## src/rtl/fifo_rd_stream_pkg.sv

```systemverilog
// Shared types for the FIFO read-side streamer: buffer occupancy states and beat-width helper.
package fifo_rd_pkg;

    typedef enum logic [1:0] {
        ST_EMPTY = 2'd0,
        ST_ONE   = 2'd1,
        ST_FULL  = 2'd2
    } cnt_st_t;

    // Burst lengths of 1 would give a zero-width counter, so clamp to one bit.
    function automatic int beat_w(input int n);
        return (n > 1) ? $clog2(n) : 1;
    endfunction

endpackage

```

## src/rtl/fifo_rd_stream_if.sv

```systemverilog
// FIFO read port plus outgoing valid/ready stream; the optional parity bit exists only with FIFO_RD_PARITY_EN.
interface fifo_rd_stream_if #(
    parameter int DSIZE     = 8,
    parameter int BURST_LEN = 8
);
    import fifo_rd_pkg::*;

    localparam int BEAT_W = beat_w(BURST_LEN);

    logic [DSIZE-1:0]  rdata;
    logic              rempty;
    logic              rinc;
    logic [DSIZE-1:0]  out_data;
    logic              out_valid;
    logic              out_ready;
    logic              out_last;
    logic [BEAT_W-1:0] out_beat;

`ifdef FIFO_RD_PARITY_EN
    logic              out_par;

    modport master (
        input  rdata, rempty, out_ready,
        output rinc, out_data, out_valid, out_last, out_beat, out_par
    );
    modport slave (
        output rdata, rempty, out_ready,
        input  rinc, out_data, out_valid, out_last, out_beat, out_par
    );
`else
    modport master (
        input  rdata, rempty, out_ready,
        output rinc, out_data, out_valid, out_last, out_beat
    );
    modport slave (
        output rdata, rempty, out_ready,
        input  rinc, out_data, out_valid, out_last, out_beat
    );
`endif

endinterface

```

## src/rtl/fifo_rd_stream_skid.sv

```systemverilog
// Two-entry in-order buffer between the FIFO head and the stream; r_head is always the word on offer.
module fifo_rd_skid
    import fifo_rd_pkg::*;
#(
    parameter int W = 8
) (
    input  logic         clk,
    input  logic         rst_n,
    input  logic         i_flush,
    input  logic         i_push,
    input  logic [W-1:0] i_data,
    input  logic         i_pop,
    output logic [W-1:0] o_head,
    output logic         o_valid,
    output logic         o_space
);

    cnt_st_t        r_state;
    logic [W-1:0]   r_head;
    logic [W-1:0]   r_tail;

    // Flush wins over everything, so a pop seen in the same cycle is simply lost.
    always_ff @(posedge clk or negedge rst_n) begin
        if (!rst_n) begin
            r_state <= ST_EMPTY;
            r_head  <= '0;
            r_tail  <= '0;
        end else if (i_flush) begin
            r_state <= ST_EMPTY;
        end else begin
            case (r_state)
                ST_EMPTY: begin
                    if (i_push) begin
                        r_head  <= i_data;
                        r_state <= ST_ONE;
                    end
                end
                ST_ONE: begin
                    if (i_push && !i_pop) begin
                        r_tail  <= i_data;
                        r_state <= ST_FULL;
                    end else if (i_push && i_pop) begin
                        r_head  <= i_data;
                    end else if (i_pop) begin
                        r_state <= ST_EMPTY;
                    end
                end
                ST_FULL: begin
                    if (i_pop) begin
                        r_head <= r_tail;
                        if (i_push) r_tail  <= i_data;
                        else        r_state <= ST_ONE;
                    end
                end
                default: r_state <= ST_EMPTY;
            endcase
        end
    end

    assign o_head  = r_head;
    assign o_valid = (r_state != ST_EMPTY);
    assign o_space = (r_state != ST_FULL) | i_pop;

endmodule

```

## src/rtl/fifo_rd_stream.sv

```systemverilog
// Async-FIFO read-side consumer: pops into a 2-deep buffer and streams out with burst beat/last tags.
// Define FIFO_RD_PARITY_EN to carry a per-word even-parity bit through to out_par.
module fifo_rd_stream
    import fifo_rd_pkg::*;
#(
    parameter int DSIZE     = 8,
    parameter int BURST_LEN = 8
) (
    input  logic                  rclk,
    input  logic                  rrst_n,
    input  logic                  flush,
    fifo_rd_stream_if.master      bus
);

    localparam int                BEAT_W    = beat_w(BURST_LEN);
    localparam logic [BEAT_W-1:0] BEAT_LAST = BEAT_W'(BURST_LEN - 1);

`ifdef FIFO_RD_PARITY_EN
    localparam int W = DSIZE + 1;
`else
    localparam int W = DSIZE;
`endif

    logic              w_fire;
    logic              w_pop;
    logic              w_space;
    logic              w_valid;
    logic [W-1:0]      w_head;
    logic [W-1:0]      w_push_data;
    logic [BEAT_W-1:0] r_beat;

    // Reset is folded in so the FIFO is never popped while the buffer is held cleared.
    assign w_fire = w_valid & bus.out_ready;
    assign w_pop  = rrst_n & ~bus.rempty & w_space & ~flush;

`ifdef FIFO_RD_PARITY_EN
    assign w_push_data = {^bus.rdata, bus.rdata};
    assign bus.out_par = w_head[DSIZE];
`else
    assign w_push_data = bus.rdata;
`endif

    fifo_rd_skid #(.W(W)) u_skid (
        .clk     (rclk),
        .rst_n   (rrst_n),
        .i_flush (flush),
        .i_push  (w_pop),
        .i_data  (w_push_data),
        .i_pop   (w_fire),
        .o_head  (w_head),
        .o_valid (w_valid),
        .o_space (w_space)
    );

    always_ff @(posedge rclk or negedge rrst_n) begin
        if (!rrst_n) begin
            r_beat <= '0;
        end else if (flush) begin
            r_beat <= '0;
        end else if (w_fire) begin
            r_beat <= (r_beat == BEAT_LAST) ? '0 : r_beat + BEAT_W'(1);
        end
    end

    assign bus.rinc      = w_pop;
    assign bus.out_data  = w_head[DSIZE-1:0];
    assign bus.out_valid = w_valid;
    assign bus.out_beat  = r_beat;
    assign bus.out_last  = w_valid & (r_beat == BEAT_LAST);

endmodule

```

## src/flat_wrapper.sv

```systemverilog
// flat-port wrapper written by rule: the top's interface ports become plain ports
module fifo_rd_stream_flat import fifo_rd_pkg::*;
#(
    parameter int DSIZE     = 8,
    parameter int BURST_LEN = 8
)
  (rclk, rrst_n, flush, bus_rdata, bus_rempty, bus_out_ready, bus_rinc, bus_out_data, bus_out_valid, bus_out_last, bus_out_beat);
  fifo_rd_stream_if #(.DSIZE(DSIZE), .BURST_LEN(BURST_LEN)) bus_i ();
  input  logic rclk;
  input  logic rrst_n;
  input  logic flush;
  input wire logic [$bits(bus_i.rdata)-1:0] bus_rdata;
  input wire logic [$bits(bus_i.rempty)-1:0] bus_rempty;
  input wire logic [$bits(bus_i.out_ready)-1:0] bus_out_ready;
  output wire logic [$bits(bus_i.rinc)-1:0] bus_rinc;
  output wire logic [$bits(bus_i.out_data)-1:0] bus_out_data;
  output wire logic [$bits(bus_i.out_valid)-1:0] bus_out_valid;
  output wire logic [$bits(bus_i.out_last)-1:0] bus_out_last;
  output wire logic [$bits(bus_i.out_beat)-1:0] bus_out_beat;
  assign bus_i.rdata = bus_rdata;
  assign bus_i.rempty = bus_rempty;
  assign bus_i.out_ready = bus_out_ready;
  assign bus_rinc = bus_i.rinc;
  assign bus_out_data = bus_i.out_data;
  assign bus_out_valid = bus_i.out_valid;
  assign bus_out_last = bus_i.out_last;
  assign bus_out_beat = bus_i.out_beat;
  fifo_rd_stream #(.DSIZE(DSIZE), .BURST_LEN(BURST_LEN)) u_core (.rclk(rclk), .rrst_n(rrst_n), .flush(flush), .bus(bus_i));
endmodule
```

## config.mk

```make
export PLATFORM = sky130hd
export DESIGN_NAME = fifo_rd_stream_flat
export DESIGN_NICKNAME = d
export VERILOG_FILES = /design/src/rtl/fifo_rd_stream_pkg.sv /design/src/rtl/fifo_rd_stream_if.sv /design/src/rtl/fifo_rd_stream_skid.sv /design/src/rtl/fifo_rd_stream.sv /design/src/flat_wrapper.sv
export SDC_FILE = /design/constraint.sdc
export NUM_CORES = 1
export LEC_CHECK = 0
export CORE_ASPECT_RATIO = 1.1
export CORE_UTILIZATION = 50
export CTS_BUF_LIST = sky130_fd_sc_hd__clkbuf_16
export CTS_CLUSTER_SIZE = 20
export DETAILED_ROUTE_END_ITERATION = 10
export GPL_TIMING_DRIVEN = 0
export HOLD_SLACK_MARGIN = 0.02
export PLACE_DENSITY = 0.82
export RECOVER_POWER = 25
export SETUP_SLACK_MARGIN = 0.15
export SYNTH_ARGS = -nofsm -noshare
export SYNTH_HDL_FRONTEND = slang
export SYNTH_SLANG_ARGS = --single-unit
```

## constraint.sdc

```tcl
create_clock -name rclk -period 4.99 [get_ports rclk]
set_clock_uncertainty 0.1 [all_clocks]
set_input_delay 1.2475 -clock rclk [delete_from_list [all_inputs] [get_ports rclk]]
set_output_delay 1.2475 -clock rclk [all_outputs]
set_load 0.01 [all_outputs]
```

==> impl_results.md <==
- Status: finished, final reports clean
- Relative max-transition margin: 24.0%
- R2R Setup Slk: 3010 ps
- Fin. Hold Viols: 0
- Delay-heaviest family, CP: buffers and inverters
- Worst slack at placement: 82.8 ps
- Ratio of cells with drive above 1 in the final layout: 30.9%
- CTS tree: built
- GRT overflow: 0
- Port Buffers: 25
- Combinational power share: 20.9%
- Worst setup path end: bus_rinc
- DRC viols: 0
- Worst vdd ir: 0.288 mV
- Clock insertion delay at the later pin of the skew report: 250 ps
- Syn_area_per_cell: 12.7 um2
- CTS Buf Count: 3
- Core box area: 1860 um2
- Switching power: 0.114 mW
- WS Path Type: in -> out
- Least-Margin Pin Slew: 1140 ps
- Vias in the first global route: 750
- DR vias/cell: 5.33
- Worst-path fanout max: 22
- Post-Syn Nets: 96
- Most frequent cells in the layout: mux2_2 (24), clkdlybuf4s50_1 (24), dfrtp_1 (21)
- Max incr delay on CP: 820 ps
- First-pass GRT wire length: 3240 um
- Number of distinct library cells after synthesis: 25
- Die width: 45.2 um
- FF-to-FF Start: u_core.u_skid.r_state[0]$_DFFE_PN0P_
- Hold Path Class: reg -> reg
- First drt pass iteration count: 4
- WP buf/inv: 3
- Worst EP arrival: 3210 ps
- Leak: 0.618 nW
- Syn Inst Count: 81
- Rows: 16
- Die height: 49.6 um
- Final GP Congestion: 0.835
- Post-Syn Area: 1030 um2
- Req. time, crit path: 3640 ps
- Via count: 730
- Levels on crit path: 5
- Fmax achieved: 219 MHz
- Crit-path cells: clkbuf_1 > nand2b_1 > buf_2 > a211oi_1 > clkdlybuf4s50_1
- Largest net degree at the start of global routing: 23
- Fin crit share: 91.4%
- Fin. max-slew vios: 0
- Yosys reg bits: 21
- Hold Crit Depth: 1
- CP Launch Type: primary input
- Total track usage: 20.6%
- Ports: 27
- Resized cells post-CTS: 1
- Starting Density: 55.2%
- Initial DRC Count: 13
- Root buf cell: clkbuf_16
- Pwr/cell area: 352 nW/um2
- CTS clk-pin slew, worst paths: 60 ps
- Crit. End Element: output port
- Post-CTS setup buffer count: 0
- Setup violators final: 0
- H-tree Lvls: 1
- Worst Reg2Reg Path Length in Cells: 4
- Clock power share: 34.4%
- Yosys warning count: 0
- P&R area growth vs syn: 34.8%
- Internal Power: 0.374 mW
- DR WL/cell: 14.5 um
- ANT nets after route: 0
- Die ar.: 2240 um2
- Register share of total power: 44.6%
- Sum Neg Setup Slack: 0 ps
- Clock Sinks: 21
- Switch share: 23.4%
- Final min period: 4560 ps
- Initial antenna violation count: 0
- Total of max-cap violations: 0
- Diode count: 0
- Slowest cell on the critical path: clkbuf_1
- CTS max path bufs: 2
- Final worst slack: 428 ps
- # nets final: 126
- Total wire length: 1990 um
- Seq/Total Area, Yosys: 51.1%
- Hold-fix buffers, CTS: 0
- RSZ-0062 raised after global routing: false
- Crit Reg-Reg Endpoint: u_core.u_skid.o_head[4]$_DFFE_PN0P_
- HPWL Detailed: 1380 um
- Crit path from: rrst_n
## power groups by stage
stage | Clock [mW] | Combinational, mW | Sequential [mW]
2_1_floorplan | 0 | 0.0423 | 0.224
3_5_place_dp | 0 | 0.104 | 0.220
5_1_grt | 0.176 | 0.109 | 0.221
3_3_place_gp | 0 | 0.0998 | 0.218
6_report | 0.168 | 0.102 | 0.218
4_1_cts | 0.170 | 0.104 | 0.218
## per-layer routing
layer / part of all wire, % / GRT usage, % / wire [um] / up-vias
li1: - / - / - / 341
met1: 40 / 23.4 / 795 / 360
met2: 55 / 37.2 / 1090 / 27
met3: 4.2 / 3.30 / 84 / 2
met4: 0.95 / 7.58 / 19 / 0
met5: 0 / 0 / 0 / -
## logic make-up after synthesis
kind of cell               Yosys count  share of synthesized area, %
adders and majority gates            2                          2.43
DFF                                 21                          51.1
and+or+nand+nor                     18                          9.61
AOI/OAI and AO/OA                    9                          6.57
muxes                               26                          28.2
buffers and inverters                5                          2.07
## synthesized netlist by cell type
cell | count | share of area (%)
and3_1 | 1 | 0.61
inv_1 | 1 | 0.36
clkbuf_1 | 1 | 0.36
dfrtp_1 | 21 | 51
ha_1 | 2 | 2.4
o21ai_0 | 2 | 0.97
nand2_1 | 2 | 0.73
nor3_1 | 1 | 0.49
or3_4 | 1 | 1.1
and2b_4 | 1 | 0.97
mux2i_1 | 2 | 1.9
a211o_1 | 1 | 0.85
or2_2 | 1 | 0.61
a22oi_1 | 1 | 0.73
o31ai_1 | 1 | 0.73
buf_2 | 2 | 0.97
and2b_1 | 1 | 0.73
a21oi_4 | 1 | 1.6
a211oi_1 | 1 | 0.73
nand2b_1 | 2 | 1.2
and2_1 | 1 | 0.61
nor2_1 | 7 | 2.6
mux2_2 | 24 | 26
buf_1 | 1 | 0.36
a21oi_1 | 2 | 0.97
## area by class of cell
cell class / instances / area [um2]
buffer: 4 / 17.5
clock buffer: 3 / 75.1
clock inverter: 1 / 5.00
fill: 129 / 475
inverter: 1 / 3.75
multi-input combinational: 55 / 482
sequential: 21 / 526
tap: 27 / 33.8
timing repair buffer: 25 / 244
## how the worst min path moves through the flow
stage | start | endpoint
global route | u_core.u_skid.r_tail[2]$_DFFE_PN0P_ | u_core.u_skid.r_tail[2]$_DFFE_PN0P_
global placement | u_core.u_skid.r_tail[7]$_DFFE_PN0P_ | u_core.u_skid.r_tail[7]$_DFFE_PN0P_
CTS | u_core.u_skid.r_tail[2]$_DFFE_PN0P_ | u_core.u_skid.r_tail[2]$_DFFE_PN0P_
finish | u_core.u_skid.r_tail[2]$_DFFE_PN0P_ | u_core.u_skid.r_tail[2]$_DFFE_PN0P_
floorplan | u_core.u_skid.r_tail[0]$_DFFE_PN0P_ | u_core.u_skid.r_tail[0]$_DFFE_PN0P_
detailed placement | u_core.u_skid.r_tail[2]$_DFFE_PN0P_ | u_core.u_skid.r_tail[2]$_DFFE_PN0P_
## worst reg2reg max path, cell delays in order, from the launching register on
cell	delay (ps)
dfrtp_1	420
and2b_1	230
clkbuf_1	440
mux2_2	410
mux2_2	270
## flip-flops by register name, indices dropped and copies added, names as in the netlist
signal	flops
u_core.u_skid.o_head	8
u_core.u_skid.r_state	2
u_core.u_skid.r_tail	8
u_core.bus.out_beat	3
## per-stage QoR
stage	utilization, %	cells	hold WS, ps	cell area [um2]	total power [mW]
floorplan	-	81	374	1030	0.266
CTS	74.7	137	405	1390	0.492
global placement	70.5	133	381	1310	0.317
detailed placement	70.5	133	392	1310	0.324
global route	74.5	137	416	1390	0.507
finish	74.5	137	401	1390	0.488
Note: power is estimated with default switching activity, not from simulation.
